`config.mk`:
```
export PLATFORM = sky130hd
export DESIGN_NAME = pot_scan_ctrl_flat
export DESIGN_NICKNAME = d
export VERILOG_FILES = /design/src/rtl/eq_pkg.sv /design/src/rtl/pot_scan_ctrl_if.sv /design/src/rtl/pot_scan_ctrl.sv /design/src/flat_wrapper.sv
export SDC_FILE = /design/constraint.sdc
export NUM_CORES = 1
export LEC_CHECK = 0
export ABC_AREA = 1
export ABC_CLOCK_PERIOD_IN_PS = 1900
export CAP_MARGIN = 30
export CORE_MARGIN = 3
export CORE_UTILIZATION = 49
export CTS_CLUSTER_DIAMETER = 40
export DETAILED_ROUTE_END_ITERATION = 8
export PLACE_DENSITY = 0.81
export SLEW_MARGIN = 20
export SYNTH_ARGS = -nofsm -noshare
export SYNTH_HDL_FRONTEND = slang
export SYNTH_SLANG_ARGS = --single-unit
export TNS_END_PERCENT = 50
```
`constraint.sdc`:
```
create_clock -name clk -period 1.9 [get_ports clk]
set_input_delay 0.475 -clock clk [delete_from_list [all_inputs] [get_ports clk]]
set_output_delay 0.475 -clock clk [all_outputs]
set_load 0.01 [all_outputs]
```
`src/rtl/eq_pkg.sv`:
```
// Shared types and constants for the equalizer pot scanner and EQ engine.
package eq_pkg;

  typedef enum logic [1:0] {GAP, START, WAIT} scan_state_t;

  localparam int NUM_POTS = 6;
  localparam int POT_W    = 12;

  // Slot order LP, B1, B2, B3, HP, VOL mapped to A2D channel numbers.
  localparam logic [2:0] CH_MAP [NUM_POTS] = '{3'd1, 3'd0, 3'd4, 3'd2, 3'd3, 3'd7};

endpackage

```
`src/rtl/pot_scan_ctrl_if.sv`:
```
// Start/complete handshake between the pot scanner and the A2D converter.
interface pot_scan_ctrl_if;
  import eq_pkg::*;

  logic             strt_cnv;
  logic [2:0]       chnnl;
  logic             cnv_cmplt;
  logic [POT_W-1:0] res;

  modport master (output strt_cnv, output chnnl, input cnv_cmplt, input res);
  modport slave  (input strt_cnv, input chnnl, output cnv_cmplt, output res);

endinterface

```
`src/rtl/pot_scan_ctrl.sv`:
```
// Round-robin A2D scheduler for the six EQ pots, with per-conversion timeout
// and bounded retry so a dead converter cannot stall the scan.
module pot_scan_ctrl
  import eq_pkg::*;
#(
  parameter int GAP_CYCLES     = 16,
  parameter int TIMEOUT_CYCLES = 64,
  parameter int MAX_RETRY      = 2
) (
  input  logic             clk,
  input  logic             rst_n,
  pot_scan_ctrl_if.master  a2d,
  output logic [POT_W-1:0] POT_LP,
  output logic [POT_W-1:0] POT_B1,
  output logic [POT_W-1:0] POT_B2,
  output logic [POT_W-1:0] POT_B3,
  output logic [POT_W-1:0] POT_HP,
  output logic [POT_W-1:0] POT_VOL,
  output logic             scan_done,
  output logic             a2d_err
);

  localparam int GAP_W = $clog2(GAP_CYCLES) + 1;
  localparam int TMO_W = $clog2(TIMEOUT_CYCLES) + 1;
  localparam int RTY_W = $clog2(MAX_RETRY) + 1;

  localparam logic [GAP_W-1:0] GAP_LAST  = GAP_W'(GAP_CYCLES - 1);
  localparam logic [TMO_W-1:0] TMO_LAST  = TMO_W'(TIMEOUT_CYCLES - 1);
  localparam logic [RTY_W-1:0] RTY_MAX   = RTY_W'(MAX_RETRY);
  localparam logic [2:0]       LAST_SLOT = 3'(NUM_POTS - 1);

  scan_state_t      state, state_nx;
  logic [GAP_W-1:0] gap_cnt;
  logic [TMO_W-1:0] tmo_cnt;
  logic [RTY_W-1:0] rty_cnt;
  logic [2:0]       slot, slot_nx;
  logic [2:0]       chnnl_q;
  logic [POT_W-1:0] pot_q [NUM_POTS];
  logic             capture, advance, skip, retry;

  assign slot_nx      = (slot == LAST_SLOT) ? 3'd0 : slot + 3'd1;
  assign a2d.strt_cnv = (state == START);
  assign a2d.chnnl    = chnnl_q;

  assign POT_LP  = pot_q[0];
  assign POT_B1  = pot_q[1];
  assign POT_B2  = pot_q[2];
  assign POT_B3  = pot_q[3];
  assign POT_HP  = pot_q[4];
  assign POT_VOL = pot_q[5];

  always_ff @(posedge clk or negedge rst_n) begin
    if (!rst_n) state <= GAP;
    else        state <= state_nx;
  end

  // A completion on the final timeout cycle takes priority over the timeout.
  always_comb begin
    state_nx = state;
    capture  = 1'b0;
    advance  = 1'b0;
    skip     = 1'b0;
    retry    = 1'b0;
    case (state)
      GAP:   if (gap_cnt == GAP_LAST) state_nx = START;
      START: state_nx = WAIT;
      WAIT: begin
        if (a2d.cnv_cmplt) begin
          capture  = 1'b1;
          advance  = 1'b1;
          state_nx = GAP;
        end else if (tmo_cnt == TMO_LAST) begin
          if (rty_cnt == RTY_MAX) begin
            skip     = 1'b1;
            advance  = 1'b1;
            state_nx = GAP;
          end else begin
            retry    = 1'b1;
            state_nx = START;
          end
        end
      end
      default: state_nx = GAP;
    endcase
  end

  always_ff @(posedge clk or negedge rst_n) begin
    if (!rst_n) begin
      gap_cnt   <= '0;
      tmo_cnt   <= '0;
      rty_cnt   <= '0;
      slot      <= 3'd0;
      chnnl_q   <= CH_MAP[0];
      scan_done <= 1'b0;
      a2d_err   <= 1'b0;
      for (int i = 0; i < NUM_POTS; i++) pot_q[i] <= '0;
    end else begin
      gap_cnt   <= (state == GAP && state_nx == GAP) ? gap_cnt + 1'b1 : '0;
      tmo_cnt   <= (state == WAIT) ? tmo_cnt + 1'b1 : '0;
      scan_done <= advance && (slot == LAST_SLOT);
      if (retry)        rty_cnt <= rty_cnt + 1'b1;
      else if (advance) rty_cnt <= '0;
      if (advance) begin
        slot    <= slot_nx;
        chnnl_q <= CH_MAP[slot_nx];
      end
      if (skip)    a2d_err     <= 1'b1;
      if (capture) pot_q[slot] <= a2d.res;
    end
  end

endmodule

```
`src/flat_wrapper.sv`:
```
// flat-port wrapper written by rule: the top's interface ports become plain ports
module pot_scan_ctrl_flat import eq_pkg::*;
#(
  parameter int GAP_CYCLES     = 16,
  parameter int TIMEOUT_CYCLES = 64,
  parameter int MAX_RETRY      = 2
)
  (clk, rst_n, POT_LP, POT_B1, POT_B2, POT_B3, POT_HP, POT_VOL, scan_done, a2d_err, a2d_strt_cnv, a2d_chnnl, a2d_cnv_cmplt, a2d_res);
  pot_scan_ctrl_if a2d_i ();
  input  logic clk;
  input  logic rst_n;
  output logic [POT_W-1:0] POT_LP;
  output logic [POT_W-1:0] POT_B1;
  output logic [POT_W-1:0] POT_B2;
  output logic [POT_W-1:0] POT_B3;
  output logic [POT_W-1:0] POT_HP;
  output logic [POT_W-1:0] POT_VOL;
  output logic scan_done;
  output logic a2d_err;
  output wire logic [$bits(a2d_i.strt_cnv)-1:0] a2d_strt_cnv;
  output wire logic [$bits(a2d_i.chnnl)-1:0] a2d_chnnl;
  input wire logic [$bits(a2d_i.cnv_cmplt)-1:0] a2d_cnv_cmplt;
  input wire logic [$bits(a2d_i.res)-1:0] a2d_res;
  assign a2d_strt_cnv = a2d_i.strt_cnv;
  assign a2d_chnnl = a2d_i.chnnl;
  assign a2d_i.cnv_cmplt = a2d_cnv_cmplt;
  assign a2d_i.res = a2d_res;
  pot_scan_ctrl #(.GAP_CYCLES(GAP_CYCLES), .TIMEOUT_CYCLES(TIMEOUT_CYCLES), .MAX_RETRY(MAX_RETRY)) u_core (.clk(clk), .rst_n(rst_n), .a2d(a2d_i), .POT_LP(POT_LP), .POT_B1(POT_B1), .POT_B2(POT_B2), .POT_B3(POT_B3), .POT_HP(POT_HP), .POT_VOL(POT_VOL), .scan_done(scan_done), .a2d_err(a2d_err));
endmodule
```
==> run summary, run 1 <==
GRT overflow - 0
TritonCTS Buffers - 9
Setup CP Type - reg2out
worst r2r src - u_core.tmo_cnt[0]
# hold bufs at CTS - 0
Routability Congestion - 0.859
Max IR drop VDD - 753 uV
Hold Slack - 54.2 ps
Worst slew margin - 68.6%
critical-path maximum fanout - 2
H-Tree Depth - 3
DRT Pass-1 Iters - 5
io pins - 93
wl on met1 - 3680 um
final std cells w/o fill - 582
Die Wd - 95.6 um
CTS tree - yes
Post-synth EDFFs - 0
crit path launch type - flop
Post-Route Skew - 8.86 ps
CP arrival - 1310 ps
period utilization - 94.0%
share of flip-flops with an asynchronous set or reset - 100%
WL final - 8950 um
Mapped Area - 3940 um^2
CTS clk-pin slew, worst paths - 90 ps
Leak Pwr - 0.00242 uW
Max Clk Rate - 560 MHz
DR WL/cell - 15.4 um
detailed-placement wirelength estimate - 6470 um
first-pass GRT wire length - 14500 um
mean post-synth cell area - 10.5 um^2
crit-path leading delay family - buffers and inverters
ANT nets after route - 0
Buffers & Inverters on Critical Path - 1
vias in the first global route - 2948
initial core utilization - 50.7%
CP Capture Type - output port
Rows - 32
proportion of layout cells with a drive suffix above 1 - 15.0%
CP Data Required Time - 1420 ps
highest metal used - met4
Seq/Total Area, Yosys - 61.1%
ys flop type - dfrtp_1
YS warnings - 0
Antenna diodes - 0
synth unique cells - 36
Syn-to-layout area delta - 33.4%
status - finished clean
Hold/Removal Path Class - in2async
wire length on met2 - 4620 um
GRT Total Usage - 20.9%
Sink Count - 96
fin. max-slew vios - 0
Layout Nets - 494
via count - 2966
largest net degree at the start of global routing - 35
Max Cap Viol - 0
crit path launch - u_core.POT_B2[6]
Core Util, Final - 67.6%
Vias per Instance - 5.10
initial antenna violation count - 0
Final min period - 1790 ps
FILL cells - 593
Storage cell area - 2400 um^2
Hold Violations, Final - 0
Max clock buf depth - 2
full die area - 9140 um^2
RSZ-0062 raised after global routing - false
drt initial violations - 109
Buffers on Ports - 92
synthesized instance count - 373
number of synthesized register bits - 96
clock network latency to the later pin of the worst-skew pair - 360 ps
actual slew at the worst max-slew pin - 471 ps
Synthesized Nets - 392
DR DRC count - 0
Power Density - 1250 nW/um^2
met3 wire length - 549 um
placed cell count - 565
CTS root buffer - clkbuf_8
footprint of the multi-input gates - 1300 um^2
final setup vio count - 0
cell chain of the critical path - clkdlybuf4s50_1
Core ar. - 7770 um^2
Die Y-Extent - 95.6 um
CP max stage cell - clkdlybuf4s50_1
Critical Path Max Stage Delay - 550 ps
-- what timing repair did --
action | CTS | global route
setup endpoints to repair | 2 | 3
setup buffers | 1 | 0
resized for setup | 3 | 1
-- synth_stat cells (all sizes together), types with 2 or more instances --
cell type  number  share of area [%]
xnor2           2               0.45
nor2           43                6.0
ha              4                1.3
buf            10                2.7
dfrtp          95                 60
o21ai          56                7.2
nand4           4                1.4
or2             2               0.32
a21oi          29                5.2
nor3            2               0.25
nand2          74                7.5
inv            26                2.6
nand3          17                2.6
clkbuf          3               0.57
-- area by class of cell --
cell class,instances,share of cell area [%]
Sequential cell,96,45.8
Multi-Input combinational cell,237,24.7
Timing Repair Buffer,104,20.6
Clock buffer,10,2.62
Tap cell,102,2.43
Inverter,27,2.03
Clock inverter,6,1.74
-- per-layer routing --
| layer | track usage [%] | vias to the layer above |
|---|---|---|
| met5 | 0 | - |
| met4 | 6.40 | 0 |
| met3 | 6.16 | 10 |
| met2 | 35.4 | 76 |
| met1 | 26.0 | 1462 |
| li1 | - | 1418 |
-- worst paths after layout --
kind / slack (ps) / depth (start not counted) / endpoint
max: 110 / 1 / POT_B2[6]
min in group clk: 470 / 1 / u_core.tmo_cnt[0]
max in group asynchronous: 1290 / 2 / u_core.POT_LP[5]
max reg2reg: 270 / 8 / u_core.slot[1]
min reg2reg: 470 / 1 / u_core.tmo_cnt[0]
min: 50 / 1 / u_core.a2d_err
-- state kept, by name, indices dropped and copies added (netlist names) --
signal	cells
u_core.POT_B1	12
u_core.scan_done	1
u_core.POT_HP	12
u_core.POT_B3	12
u_core.tmo_cnt	7
u_core.state	2
u_core.a2d.chnnl	3
u_core.a2d_err	1
u_core.POT_VOL	12
u_core.POT_LP	12
u_core.POT_B2	12
u_core.gap_cnt	5
u_core.rty_cnt	2
u_core.slot	3
-- layout by cell type (no fill, tap or decap), types with 3 or more instances in the layout --
cell,instances
a21oi_1,13
a21oi_2,16
buf_12,6
buf_4,7
clkbuf_8,10
clkdlybuf4s50_1,89
dfrtp_1,94
ha_1,4
inv_1,25
nand2_1,70
nand3_1,15
nor2_1,30
nor2_2,10
nor2_8,3
o21ai_0,38
o21ai_1,17
-- metrics by stage --
step	area (um^2)	setup slack (ps)	TNS (ps)	power [uW]
after CTS	5250	102	0	6630
after global placement	5010	53.2	0	5030
final	5250	113	0	6570
after floorplan	3940	496	0	3960
after global routing	5250	62.1	0	6980
after detailed placement	5010	-16.0	-19.9	5130
-- cells by family after synthesis --
| logic type | synth area share [%] |
|---|---|
| AO/OA/AOI/OAI | 12.8 |
| AND/OR/NAND/NOR | 18.2 |
| adder cells (fa/ha/maj) | 1.27 |
| XOR/XNOR | 0.668 |
| flip-flops | 61.1 |
| buffers and inverters | 5.98 |
-- power by group --
part / internal [uW] / total [uW] / switching (uW)
sequential: 2560 / 2940 / 387
combinational: 1080 / 2140 / 1050
clock: 784 / 1490 / 708
total: 4430 / 6570 / 2150
(Power assumes the default switching activity.)
==> run 2, diff against run 1 <==
--- a/config.mk
+++ b/config.mk
@@ -9,10 +9,9 @@
 export ABC_CLOCK_PERIOD_IN_PS = 1900
 export CAP_MARGIN = 30
 export CORE_MARGIN = 3
-export CORE_UTILIZATION = 49
+export CORE_UTILIZATION = 35
 export CTS_CLUSTER_DIAMETER = 40
 export DETAILED_ROUTE_END_ITERATION = 8
-export PLACE_DENSITY = 0.81
 export SLEW_MARGIN = 20
 export SYNTH_ARGS = -nofsm -noshare
 export SYNTH_HDL_FRONTEND = slang
==> run summary, run 2 (synthesis results as in run 1) <==
status - finished clean
CP Capture Type - output port
initial core utilization - 36.0% (-15 points)
Die Y-Extent - 112 um (+17%)
DR WL/cell - 14.4 um (-6.5%)
Routability Congestion - 0.828 (-3.6%)
Buffers on Ports - 92 (unchanged)
switch share - 32.1% (-0.61 points)
Vias per Instance - 4.61 (-9.5%)
Hold/Removal Path Class - in2async
Syn-to-layout area delta - 36.4%
full die area - 12600 um^2 (+37%)
proportion of layout cells with a drive suffix above 1 - 14.9% (-0.062 points)
Core Util, Final - 49.1% (-18 points)
period utilization - 98.0% (+4.0 points)
# hold bufs at CTS - 0 (unchanged)
Worst slew margin - 72.4% (+3.8 points)
via count - 2868 (-3.3%)
Layout Nets - 496 (+0.40%)
CTS root buffer - clkbuf_16
CTS clk-pin slew, worst paths - 60 ps (-30 ps)
Max Clk Rate - 537 MHz (-4.1%)
Sink Count - 96 (unchanged)
clock power share - 24.8% (+2.1 points)
Rows - 38 (+19%)
crit-path leading delay family - flip-flops
io pins - 93 (unchanged)
Place WS - 5.74 ps (+21.7 ps)
final std cells w/o fill - 622 (+6.9%)
WL final - 8940 um (about the same)
Critical Path Max Stage Delay - 530 ps (-20 ps)
drt initial violations - 130 (+19%)
most common cell after layout, fill and taps aside - dfrtp_1
Comb power frac - 31.4% (-1.1 points)
first-pass GRT wire length - 15500 um (+6.5%)
final setup vio count - 0 (unchanged)
largest net degree at the start of global routing - 31 (-11%)
vias in the first global route - 2894 (-1.8%)
critical-path maximum fanout - 2 (unchanged)
Switch Pwr - 2160 uW (+0.61%)
DP Area - 5090 um^2 (+1.6%)
CTS tree - yes
detailed-placement wirelength estimate - 6650 um (+2.9%)
Setup CP Type - reg2out
Max IR drop VDD - 650 uV (-14%)
most frequent cells in the layout - 94 x dfrtp_1, 90 x clkdlybuf4s50_1, 71 x nand2_1
actual slew at the worst max-slew pin - 414 ps (-56.6 ps)
ANT nets after route - 0 (unchanged)
initial antenna violation count - 0 (unchanged)
Total Neg Setup Slack - 0 ps (unchanged)
DRT Pass-1 Iters - 4 (-1)
placed cell count - 606 (+7.3%)
CP arrival - 1390 ps (+80 ps)
RSZ-0062 raised after global routing - false
Buffers & Inverters on Critical Path - 1 (unchanged)
Hold Violations, Final - 0 (unchanged)
Core ar. - 10900 um^2 (+41%)
Leak Pwr - 0.00245 uW (+1.2%)
crit path launch type - flop
H-Tree Depth - 3 (unchanged)
Power Density - 1260 nW/um^2 (+0.25%)
Post-Route Skew - 7.47 ps (-1.39 ps)
Antenna diodes - 0 (unchanged)
Max Cap Viol - 0 (unchanged)
Final min period - 1860 ps (+75.7 ps)
internal power - 4580 uW (+3.5%)
Final WS setup - 37.3 ps (-75.7 ps)
GRT overflow - 0 (unchanged)
Reg power frac - 43.7% (-1.1 points)
GRT Total Usage - 15.4% (-5.6 points)
Die Wd - 112 um (+17%)
FILL cells - 1025 (+73%)
CP max stage cell - dfstp_2
post-route cell area - 5370 um^2 (+2.3%)
Max clock buf depth - 2 (unchanged)
Worst R2R Setup Slack - 270 ps (about the same)
CP Data Required Time - 1420 ps (about the same)
clock network latency to the later pin of the worst-skew pair - 330 ps (-30 ps)
DR DRC count - 0 (unchanged)
cell chain of the critical path - clkdlybuf4s50_1
fin. max-slew vios - 0 (unchanged)
TritonCTS Buffers - 9 (unchanged)
run 2: cell count changes in the layout (fill, tap and decap cells not counted), moves of 2 or more:
cell	delta
clkbuf_8	-9
bufinv_16	-2
clkinv_4	-2
clkbuf_16	+9
clkinv_2	+2
run 2: worst paths after layout:
| kind | cells after the start | to | from |
|---|---|---|---|
| max in group asynchronous | 2 | u_core.POT_LP[0] | rst_n |
| setup / recovery | 1 | a2d_chnnl[0] | u_core.a2d.chnnl[0] |
| hold reg to reg | 2 | u_core.a2d.chnnl[0] | u_core.a2d.chnnl[0] |
| min in group clk | 2 | u_core.a2d.chnnl[0] | u_core.a2d.chnnl[0] |
| setup reg to reg | 8 | u_core.slot[0] | u_core.tmo_cnt[0] |
| hold / removal | 1 | u_core.tmo_cnt[6] | rst_n |
run 2: repair_timing:
action,4_1_cts,5_1_grt
gates resized for setup,2,0
endpoints found under the setup margin,1,0
buffers inserted,0,0
run 2: cell type report:
class                   instances  area (um^2)  area share (%)
clock buffers                  11          243            4.52
clock inverters                 5         31.3           0.583
inverters                      27          106            1.98
multi-input cells             237         1300            24.2
flip-flops and latches         96         2400            44.8
well taps                     140          175            3.26
repair buffers                106         1110            20.7
run 2: metrics by stage:
stage	hold WS [ps]	total power [uW]
after global routing	98.1	7190
after floorplan	179	3960
final	75.9	6740
after global placement	437	5080
after detailed placement	445	5130
after CTS	83.0	6830
run 2: routing by layer:
layer  vias to the layer above  global-route usage, %  wire length [um]
li1                       1430                      -                 -
met1                      1345                   20.8              4050
met2                        83                   22.8              3990
met3                        10                   6.25               786
met4                         0                   4.57               115
met5                         -                      0                 0
run 2: power groups by stage:
stage                     sequential [uW]  combinational [uW]  clock (uW)
after global routing                 3020                2370        1800
after floorplan                      3080                 872           0
final                                2950                2120        1670
after detailed placement             2970                2150           0
after CTS                            2950                2160        1720
after global placement               2960                2120           0
